$ cat src/rtl/reg_readout_pkg.sv
// Shared types and helpers for the reg_readout word-to-beat serializer.
package reg_readout_pkg;

  // Controller states: no word held, or a word held with beats still pending.
  typedef enum logic {
    IDLE  = 1'b0,
    SHIFT = 1'b1
  } state_t;

  // Width of the beat index counter; one bit minimum so a single-beat word
  // still has a legal counter.
  function automatic int idx_width(input int width, input int slice);
    int n;
    n = width / slice;
    return (n <= 1) ? 1 : $clog2(n);
  endfunction

endpackage

$ cat src/rtl/reg_readout.sv
// reg_readout: loads a WIDTH-bit word in one parallel capture and drains it as
// SLICE-bit beats, LSB slice first, over a valid/ready handshake. load_ready
// looks at out_ready combinationally so a new word can follow the last beat
// of the previous one without a bubble.
// Optional build macro: REG_READOUT_PARITY_EN adds out_parity, the even
// parity (XOR reduction) of out_data, registered alongside it.
module reg_readout
  import reg_readout_pkg::*;
#(
  parameter int WIDTH = 32,
  parameter int SLICE = 8
) (
  input  logic             clk,
  input  logic             rst,
  input  logic             load_valid,
  output logic             load_ready,
  input  logic [WIDTH-1:0] load_data,
  output logic             out_valid,
  input  logic             out_ready,
  output logic [SLICE-1:0] out_data,
  output logic             out_last
`ifdef REG_READOUT_PARITY_EN
  ,
  output logic             out_parity
`endif
);

  localparam int NUM_SLICES = WIDTH / SLICE;
  localparam int IDX_W      = idx_width(WIDTH, SLICE);
  localparam logic [IDX_W-1:0] LAST_IDX = IDX_W'(NUM_SLICES - 1);

  if ((WIDTH % SLICE) != 0) begin : g_bad_slice
    $error("reg_readout: WIDTH must be a multiple of SLICE");
  end

  state_t           state;
  state_t           state_next;
  logic [WIDTH-1:0] shift_p0;
  logic [WIDTH-1:0] shift_next;
  logic [IDX_W-1:0] idx_p0;
  logic [IDX_W-1:0] idx_next;
  logic [SLICE-1:0] data_next;
  logic             vld_next;
  logic             last_next;
  logic             load_fire;
  logic             beat_fire;

  // State register.
  always_ff @(posedge clk) begin
    if (rst) begin
      state <= IDLE;
    end else begin
      state <= state_next;
    end
  end

  // Next-state logic: leave SHIFT only when the last beat drains with no new
  // word arriving on the same cycle.
  always_comb begin
    state_next = state;
    case (state)
      IDLE:    if (load_fire) state_next = SHIFT;
      SHIFT:   if (beat_fire && out_last && !load_fire) state_next = IDLE;
      default: state_next = IDLE;
    endcase
  end

  // Handshake outputs and fire strobes.
  always_comb begin
    load_ready = (state == IDLE) || ((state == SHIFT) && out_last && out_ready);
    load_fire  = load_valid && load_ready;
    beat_fire  = out_valid && out_ready;
  end

  // Next beat selection: a load restarts at slice 0, a non-final beat
  // advances the index, the final beat without a load clears the output.
  always_comb begin
    shift_next = shift_p0;
    idx_next   = idx_p0;
    vld_next   = out_valid;
    data_next  = out_data;
    last_next  = out_last;
    if (load_fire) begin
      shift_next = load_data;
      idx_next   = '0;
      vld_next   = 1'b1;
      data_next  = load_data[SLICE-1:0];
      last_next  = (NUM_SLICES == 1);
    end else if (beat_fire) begin
      if (out_last) begin
        idx_next  = '0;
        vld_next  = 1'b0;
        data_next = '0;
        last_next = 1'b0;
      end else begin
        idx_next  = idx_p0 + IDX_W'(1);
        data_next = SLICE'(shift_p0 >> (SLICE * int'(idx_next)));
        last_next = (idx_next == LAST_IDX);
      end
    end
  end

  // Parallel capture and registered beat outputs.
  always_ff @(posedge clk) begin
    if (rst) begin
      shift_p0  <= '0;
      idx_p0    <= '0;
      out_valid <= 1'b0;
      out_data  <= '0;
      out_last  <= 1'b0;
    end else begin
      shift_p0  <= shift_next;
      idx_p0    <= idx_next;
      out_valid <= vld_next;
      out_data  <= data_next;
      out_last  <= last_next;
    end
  end

`ifdef REG_READOUT_PARITY_EN
  // Even parity of the beat, zero whenever no beat is valid (data is zero then).
  always_ff @(posedge clk) begin
    if (rst) begin
      out_parity <= 1'b0;
    end else begin
      out_parity <= ^data_next;
    end
  end
`endif

endmodule

$ cat config.mk
export PLATFORM = sky130hd
export DESIGN_NAME = reg_readout
export DESIGN_NICKNAME = d
export VERILOG_FILES = /design/src/rtl/reg_readout_pkg.sv /design/src/rtl/reg_readout.sv
export SDC_FILE = /design/constraint.sdc
export NUM_CORES = 1
export LEC_CHECK = 0
export ABC_AREA = 0
export BUFFER_PORTS_ARGS = -buffer_cell sky130_fd_sc_hd__buf_2
export CELL_PAD_IN_SITES_DETAIL_PLACEMENT = 0
export CELL_PAD_IN_SITES_GLOBAL_PLACEMENT = 1
export CORE_UTILIZATION = 38
export CTS_CLUSTER_DIAMETER = 30
export DETAILED_ROUTE_END_ITERATION = 6
export GPL_TIMING_DRIVEN = 1
export PLACE_DENSITY = 0.82
export SYNTH_ARGS = -nofsm -noshare
export SYNTH_HDL_FRONTEND = slang
export SYNTH_SLANG_ARGS = --single-unit
$ cat constraint.sdc
create_clock -name clk -period 2.5 [get_ports clk]
set_input_delay 0.25 -clock clk [delete_from_list [all_inputs] [get_ports clk]]
set_output_delay 0.25 -clock clk [all_outputs]
set_load 0.05 [all_outputs]
==> results of run 1 <==
==> cells in the final DEF (no fill, tap or decap) <==
cell,Yosys,layout
buf_4,2,4
bufinv_16,0,1
a21oi_1,33,33
nor2b_1,1,1
inv_2,1,1
inv_1,3,3
a211o_1,1,1
nand2b_1,1,1
nand2_1,3,3
clkbuf_8,0,6
clkinvlp_4,0,1
nand4b_1,1,1
nor4bb_1,1,1
a22oi_1,1,1
nor3_1,2,2
a221oi_4,1,1
nand3_1,33,33
a221o_1,7,7
buf_2,5,46
nand3b_1,1,1
dfxtp_1,45,45
mux2i_1,2,2
nor3b_2,1,1
and3_1,8,8
mux4_2,8,8
o21ai_0,32,32
a211oi_1,1,1
nor2_1,5,5
a21o_1,1,1
a21boi_4,1,1
ha_1,1,1
==> final cells by class <==
type | instances | area share
multi-input cells | 146 | 0.4173
flip-flops and latches | 45 | 0.3793
repair buffers | 50 | 0.1096
well taps | 70 | 0.03688
clock buffers | 6 | 0.03477
clock inverters | 2 | 0.01581
inverters | 4 | 0.006322
==> final timing paths <==
| check | from | to | slack [ns] |
|---|---|---|---|
| max | out_last | load_ready | 0.47 |
| min | load_data[25] | shift_p0[25] | 0.19 |
| max reg2reg | idx_p0[0] | out_data[0] | 0.64 |
| min reg2reg | out_data[6] | out_data[6] | 0.47 |
==> worst register-to-register path: cells and delay by family (launching register included) <==
| family | cells | cell delay (ns) |
|---|---|---|
| buffers and inverters | 1 | 0.05 |
| adder cells (fa/ha/maj) | 1 | 0.53 |
| AO/OA/AOI/OAI | 1 | 0.29 |
| multiplexers | 1 | 0.55 |
| flip-flops | 1 | 0.34 |
==> kinds of logic (layout without fill, tap and decap cells) <==
group,after synthesis,after routing,share of synthesized area
compound gates,78,78,0.2337
flops,45,45,0.4464
mux,10,10,0.09919
simple gates,57,57,0.1519
buf+inv,25,62,0.06261
fa+ha+maj,1,1,0.006199
==> power by group through the flow <==
stage | logic [µW] | clock network [µW] | registers (µW)
after floorplan | 137 | 0 | 822
after global placement | 230 | 0 | 796
after detailed placement | 231 | 0 | 796
after CTS | 232 | 584 | 779
after global routing | 257 | 617 | 784
final | 231 | 583 | 780
==> registers in the layout, indices dropped and copies added, names as in the netlist <==
signal and cells:
out_data 8, idx_p0 2, out_last 1, shift_p0 32
state 1, out_valid 1
==> through the flow <==
| step | hold slack [ns] | utilization | worst slack [ns] | total power, µW | std cells |
|---|---|---|---|---|---|
| after detailed placement | 0.4510 | 0.4415 | 0.6545 | 1028 | 315 |
| after global routing | 0.1893 | 0.4650 | 0.3350 | 1657 | 323 |
| after CTS | 0.1851 | 0.4650 | 0.4616 | 1596 | 323 |
| after floorplan | 0.3977 | - | 0.5935 | 959.4 | 216 |
| final | 0.1857 | 0.4650 | 0.4670 | 1594 | 323 |
| after global placement | 0.4487 | 0.4415 | 0.6769 | 1026 | 315 |
==> synthesized netlist by cell type (all sizes together) (2+ instances only) <==
library cell   n  share of area
dfxtp         45           0.45
nor2           5         0.0093
nor3           2         0.0050
a21oi         33          0.082
nand3         33          0.082
buf           10          0.033
nand2          3         0.0056
clkbuf        11          0.022
mux4           8          0.089
a221o          7          0.035
inv            4         0.0074
mux2i          2         0.0099
o21ai         32          0.079
and3           8          0.025
==> layer usage <==
layer | vias up | track usage | share of wire
li1 | 872 | - | -
met1 | 781 | 0.2571 | 0.50
met2 | 50 | 0.2673 | 0.43
met3 | 4 | 0.05622 | 0.056
met4 | 0 | 0.04822 | 0.0071
met5 | - | 0 | 0
==> summary.txt, run 1 <==
Cells and area
  • Design area: 2375 µm²
  • Register Area: 900.9 µm²
  • Filler cells: 545
  • Final Net Count: 289
  • Share of cells above drive strength 1: 0.2767
  • Diode count: 0
  • P&R area growth vs syn: 17.67%
  • Multi-input gate area: 991.0 µm²

Worst setup path
  • Crit Path Class: flop to output pin
  • WP data arrival: 1.78 ns
  • Crit Path Max Fanout: 42
  • Worst EP required: 2.25 ns
  • CP Capture Type: output pin
  • Buf+Inv Stages, Crit Path: 2
  • Crit-path cells: a21boi_4 -> inv_2 -> buf_2
  • CP max stage delay: 0.54 ns
  • CP delay by family, top: buffers and inverters
  • Reg2Reg Depth: 4
  • Startpoint Class: flop
  • CP Depth: 3
  • Max stage delay cell, worst path: dfxtp_1

Detailed routing
  • DR WL/cell: 14.46 µm
  • Vias per cell: 5.285
  • DRC violations left: 0
  • DRT antenna net count: 0
  • Via count: 1707
  • Iteration-0 DRC Markers: 193
  • WL final: 4669 µm
  • TritonRoute pass-1 iters: 5

Clock tree
  • Cts hold-fix bufs: 0
  • CTS Buf Count: 5
  • CTS tree: built
  • CTS Buffer Depth: 2
  • CTS sink count: 45
  • CTS root buf: clkbuf_8
  • Postcts setup bufs: 0
  • H-tree depth: 2
  • Post-CTS Resized: 0
  • Clock transition at the registers of the reported paths: 0.09 ns
  • Clk_lat worst skew: 0.30 ns

Global routing
  • Vias in the first global route: 1490
  • Overflow left after global routing: 0
  • First-pass GRT wire length: 7438 µm
  • Total GRT Usage: 0.1812
  • Initial antenna violation count: 0
  • Largest net degree at the start of global routing: 43

Synthesis
  • Average instance area after synthesis: 9.343 µm²
  • Mapped Cells: 216
  • Syn nets: 253
  • #FFs+latches synth: 45
  • Netlist cell types: 32
  • Synth Flop Type: dfxtp_1
  • Post-synth EDFFs: 0
  • Sequential area share after synthesis: 0.4464
  • Async S/R FF share, synth: 0
  • Mapped Area: 2018 µm²
  • Synth Warn #: 0

STA
  • Setup TNS: 0 ns
  • Final setup violation count: 0
  • Clock skew: 0.008311 ns
  • Post-route minimum period: 2.033 ns
  • Fin crit share: 0.8132
  • Final Hold Vio Count: 0
  • Max Fclk: 491.9 MHz
  • Fin. max-slew vios: 0
  • Unrepaired setup endpoints after global routing: no
  • Worst-margin pin slew: 0.8161 ns
  • Slew headroom: 0.4553

Floorplan
  • Std-Cell Rows: 26
  • Initial Utilization: 0.3951
  • Die W: 74.88 µm
  • Core box area: 5107 µm²
  • Die height: 74.88 µm
  • Die area: 5606 µm²
  • Io pins: 47

Status
  • Status: finished, final reports clean

Power and ir drop
  • Power share of the combinational group: 0.145
  • Sw Pwr: 424.0 µW
  • Leakage power: 0.0009689 µW
  • Worst VDD drop: 0.0002227 V
  • Flop pwr share: 0.489
  • Sw frac: 0.2660
  • PwrDens: 671.1 nW/µm²
  • Clock network power share: 0.366
  • Cell Int Power: 1170 µW

Place
  • Buffers on Ports: 46
  • Post-DP HPWL: 3146 µm
  • Gpl congestion: 0.7335
  • Placed Area: 2255 µm²

Flow run
  • Max Cap Viol: 0

Min path
  • Hold Path Class: primary input to flop
  • Hold path depth: 3
No activity file was read; power rests on OpenSTA's default activity.
==> run 2, diff against run 1 <==
==> constraint.sdc (replaced) <==
create_clock -name clk -period 1.9 [get_ports clk]
set_input_delay 0.19 -clock clk [delete_from_list [all_inputs] [get_ports clk]]
set_output_delay 0.19 -clock clk [all_outputs]
set_load 0.05 [all_outputs]
==> summary.txt, run 2 (synthesis gave the netlist of run 1 again) <==
Detailed routing
  • Iteration-0 DRC Markers: 129
  • Via count: 1743
  • DRC violations left: 0
  • DR WL/cell: 14.90 µm
  • Vias per cell: 5.347
  • DRT antenna net count: 0
  • TritonRoute pass-1 iters: 4
  • WL final: 4858 µm

Floorplan
  • Initial Utilization: 0.3951
  • Die height: 74.88 µm
  • Core box area: 5107 µm²
  • Std-Cell Rows: 26
  • Die area: 5606 µm²
  • Io pins: 47
  • Die W: 74.88 µm

Worst setup path
  • CP max stage delay: 0.54 ns
  • Crit Path Class: flop to flop
  • WP data arrival: 1.96 ns
  • Worst r2r dst: out_data[1]
  • R2r setup slk: 0.14 ns
  • Reg2Reg Depth: 4
  • CP Capture Type: flop
  • Buf+Inv Stages, Crit Path: 1
  • Max stage delay cell, worst path: mux4_2
  • Worst EP required: 2.09 ns
  • CP delay by family, top: multiplexers
  • Worst R2R Start: idx_p0[0]
  • Crit-path cells: inv_1 -> ha_1 -> mux4_2 -> a221o_1
  • Startpoint Class: flop
  • Crit Path Max Fanout: 6

Cells and area
  • Final Net Count: 292
  • Share of cells above drive strength 1: 0.2852
  • P&R area growth vs syn: 19.47%
  • Top flop regs: shift_p0 (32), out_data (8), idx_p0 (2)
  • Core Util, Final: 0.4721
  • Diode count: 0
  • Biggest register: shift_p0
  • Most frequent cells in the layout: buf_2, dfxtp_1, nand3_1, a21oi_1, o21ai_0
  • Largest register FFs: 32
  • Commonest non-fill, non-tap cell in the layout: buf_2

Place
  • Gpl congestion: 0.8771
  • Post-DP HPWL: 3359 µm
  • Buffers on Ports: 46
  • Setup WS pre-CTS: 0.1188 ns

Clock tree
  • CTS Buf Count: 5
  • Clock transition at the registers of the reported paths: 0.08 ns
  • CTS Buffer Depth: 2
  • Cts hold-fix bufs: 0
  • Postcts setup bufs: 0
  • H-tree depth: 2
  • CTS sink count: 45
  • CTS tree: built
  • Clk_lat worst skew: 0.30 ns
  • Post-CTS Resized: 0
  • CTS root buf: clkbuf_8

Min path
  • Worst hold start: load_data[25]
  • Hold endpoint: shift_p0[25]
  • Hold path depth: 3
  • Hold Path Class: primary input to flop

STA
  • Max Fclk: 566.7 MHz
  • Final worst slack: 0.1353 ns
  • Worst-margin pin slew: 0.4279 ns
  • Post-route minimum period: 1.765 ns
  • Setup TNS: 0 ns
  • Fin. max-slew vios: 0
  • Clock skew: 0.008802 ns
  • Final setup violation count: 0
  • Fin crit share: 0.9288
  • Final Hold Vio Count: 0
  • Slew headroom: 0.7135
  • Unrepaired setup endpoints after global routing: no

Power and ir drop
  • Leakage power: 0.0009876 µW
  • PwrDens: 867.4 nW/µm²
  • Design Power: 2091 µW
  • Worst VDD drop: 0.0003890 V

Global routing
  • Vias in the first global route: 1557
  • Largest net degree at the start of global routing: 34
  • Initial antenna violation count: 0
  • First-pass GRT wire length: 7783 µm
  • Total GRT Usage: 0.1838
  • Overflow left after global routing: 0

Status
  • Status: finished, final reports clean

Flow run
  • Max Cap Viol: 0
[run 2: changes by cell type in the layout (fill, tap and decap cells not counted), sizes merged]
cell    delta
inv        -1
buf        +3
clkinv     +1
[run 2: area by class of cell]
| class | instances | area, µm² |
|---|---|---|
| fill | 515 | 2696 |
| multi-input combinational | 146 | 991.0 |
| sequential | 45 | 900.9 |
| timing repair buffer | 53 | 295.3 |
| tap | 70 | 87.58 |
| clock buffer | 6 | 82.58 |
| clock inverter | 2 | 37.54 |
| inverter | 4 | 16.27 |
[run 2: where the power goes]
part | switching [µW] | internal, µW | total (µW) | leakage (µW)
clock network | 320 | 427 | 748 | 0.0000574
logic | 193 | 123 | 316 | 0.000561
registers | 31.4 | 996 | 1030 | 0.000369
total | 545 | 1550 | 2090 | 0.000988
[run 2: stage by stage]
| step | hold WS (ns) | std cells | area, µm² |
|---|---|---|---|
| 5_1_grt | 0.1328 | 326 | 2411 |
| 2_1_floorplan | 0.3377 | 216 | 2021 |
| 3_5_place_dp | 0.4485 | 318 | 2290 |
| 6_report | 0.1299 | 326 | 2411 |
| 4_1_cts | 0.1255 | 326 | 2410 |
| 3_3_place_gp | 0.4469 | 318 | 2290 |
[run 2: worst max path at each step]
| stage | start | end | depth (start not counted) |
|---|---|---|---|
| 2_1_floorplan | idx_p0[0] | out_data[0] | 6 |
| 3_3_place_gp | idx_p0[0] | out_data[0] | 4 |
| 3_5_place_dp | idx_p0[0] | out_data[1] | 4 |
| 4_1_cts | out_last | load_ready | 3 |
| 5_1_grt | idx_p0[0] | out_data[1] | 4 |
| 6_report | idx_p0[0] | out_data[1] | 4 |
[run 2: metal layers]
metal | track usage | wire (µm) | up-vias
li1 | - | - | 883
met1 | 0.2742 | 2503 | 800
met2 | 0.2683 | 2077 | 54
met3 | 0.03481 | 217 | 6
met4 | 0.05660 | 59 | 0
met5 | 0 | 0 | -
[run 2: worst min-delay path, stage by stage]
cell and delay [ns]:
buf_2 0.10, nand3_1 0.05, a21oi_1 0.05
==> run 3, diff against run 2 <==
--- a/config.mk
+++ b/config.mk
@@ -13,6 +13,8 @@
 export CTS_CLUSTER_DIAMETER = 30
 export DETAILED_ROUTE_END_ITERATION = 6
 export GPL_TIMING_DRIVEN = 1
+export HOLD_SLACK_MARGIN = 0.02
+export MAX_ROUTING_LAYER = met4
 export PLACE_DENSITY = 0.82
 export SYNTH_ARGS = -nofsm -noshare
 export SYNTH_HDL_FRONTEND = slang
==> summary.txt, run 3 (synthesis gave the netlist of run 1 again) <==
Status
  • Status: finished, final reports clean

Worst setup path
  • CP Capture Type: flop
  • CP delay by family, top: multiplexers
  • Crit Path Class: flop to flop
  • WP data arrival: 1.96 ns
  • Crit path from: idx_p0[0]
  • Startpoint Class: flop
  • Worst R2R Start: idx_p0[0]
  • Crit-path cells: inv_1 -> ha_1 -> mux4_2 -> a221o_1
  • CP max stage delay: 0.54 ns
  • Worst EP required: 2.09 ns
  • Max stage delay cell, worst path: mux4_2
  • Crit Path Max Fanout: 6
  • Buf+Inv Stages, Crit Path: 1

Power and ir drop
  • Cell Int Power: 1547 µW
  • Clock network power share: 0.357
  • Design Power: 2088 µW
  • Worst VDD drop: 0.0003864 V
  • Flop pwr share: 0.492
  • Leakage power: 0.0009876 µW
  • Sw frac: 0.2593
  • Power share of the combinational group: 0.151
  • Sw Pwr: 541.5 µW
  • PwrDens: 866.1 nW/µm²

Cells and area
  • Biggest register: shift_p0
  • Filler cells: 515
  • P&R area growth vs syn: 19.47%
  • Commonest non-fill, non-tap cell in the layout: buf_2
  • Layout Cells excl Fill: 326
  • Top flop regs: shift_p0 (32), out_data (8), idx_p0 (2)
  • Register Area: 900.9 µm²
  • Diode count: 0
  • Final Net Count: 292
  • Largest register FFs: 32
  • Share of cells above drive strength 1: 0.2852
  • Most frequent cells in the layout: buf_2, dfxtp_1, nand3_1, a21oi_1, o21ai_0
  • Core Util, Final: 0.4721
  • Multi-input gate area: 991.0 µm²

STA
  • Clock skew: 0.008443 ns
  • Fin. max-slew vios: 0
  • Worst-margin pin slew: 0.4145 ns
  • Slew headroom: 0.7224
  • Worst hold slack: 0.1317 ns
  • Max Fclk: 566.5 MHz
  • Setup TNS: 0 ns
  • Unrepaired setup endpoints after global routing: no
  • Final setup violation count: 0
  • Post-route minimum period: 1.765 ns
  • Fin crit share: 0.9291
  • Final Hold Vio Count: 0

Global routing
  • M3 GR Usage: 0.04150
  • GRT met2 Usage: 0.2673
  • Total GRT Usage: 0.1905
  • Initial antenna violation count: 0
  • Met1 usage: 0.2784
  • Most Used Layer, Global Route: met1
  • Overflow left after global routing: 0
  • Vias in the first global route: 1559
  • First-pass GRT wire length: 7803 µm
  • Largest net degree at the start of global routing: 34

Detailed routing
  • Via count: 1742
  • TritonRoute pass-1 iters: 4
  • DRC violations left: 0
  • Vias per cell: 5.344
  • DRT antenna net count: 0
  • Iteration-0 DRC Markers: 142
  • DR WL/cell: 14.74 µm
  • WL final: 4805 µm

Clock tree
  • CTS Buffer Depth: 2
  • Postcts setup bufs: 0
  • H-tree depth: 2
  • Clock transition at the registers of the reported paths: 0.09 ns
  • Clk_lat worst skew: 0.30 ns
  • Post-CTS Resized: 0
  • CTS root buf: clkbuf_8
  • CTS Buf Count: 5
  • Cts hold-fix bufs: 0
  • CTS sink count: 45
  • CTS tree: built

Min path
  • Worst hold start: load_data[25]
  • Hold Path Class: primary input to flop

Floorplan
  • Std-Cell Rows: 26
  • Die height: 74.88 µm
  • Io pins: 47
  • Initial Utilization: 0.3951
  • Die area: 5606 µm²
  • Die W: 74.88 µm
  • Core box area: 5107 µm²

Flow run
  • Max Cap Viol: 0

Place
  • Post-DP HPWL: 3359 µm
  • Gpl congestion: 0.8916
  • Buffers on Ports: 46
  • DP Cell Count: 318
==> run 3: cell counts in the layout (fill, tap and decap cells not counted) <==
Identical to the previous run, type by type.
==> run 3: layout make-up <==
cell class | count | share of cell area
Multi-Input combinational cell | 146 | 0.4110
Sequential cell | 45 | 0.3736
Timing Repair Buffer | 53 | 0.1225
Tap cell | 70 | 0.03633
Clock buffer | 6 | 0.03425
Clock inverter | 2 | 0.01557
Inverter | 4 | 0.006746
==> run 3: final timing paths <==
| kind | end | slack, ns | cells after the start |
|---|---|---|---|
| max | out_data[1] | 0.13 | 4 |
| min reg2reg | out_data[6] | 0.47 | 1 |
| min | shift_p0[25] | 0.13 | 3 |
| max reg2reg | out_data[1] | 0.13 | 4 |
==> run 3: through the flow <==
| step | setup slack (ns) | area, µm² |
|---|---|---|
| 6_report | 0.1347 | 2411 |
| 5_1_grt | 0.04064 | 2411 |
| 4_1_cts | 0.09403 | 2410 |
| 3_5_place_dp | 0.1188 | 2290 |
| 3_3_place_gp | 0.1845 | 2290 |
| 2_1_floorplan | 0.04331 | 2021 |
==> run 3: power by group through the flow <==
stage | clock network (µW) | logic (µW) | registers [µW]
after floorplan | 0 | 181 | 1080
after global placement | 0 | 312 | 1050
after detailed placement | 0 | 315 | 1050
after CTS | 764 | 317 | 1030
after global routing | 810 | 347 | 1030
final | 745 | 315 | 1030
==> run 3: worst min-delay path, cell delays in order <==
cell and delay, ns:
buf_2 0.09, nand3_1 0.05, a21oi_1 0.05
==> run 3: metal layers <==
layer  vias up  share of wire  wire [µm]
met2        54           0.43       2059
li1        882              -          -
met4         0         0.0083         40
met5         -              0          0
met3         5          0.051        247
met1       801           0.51       2456
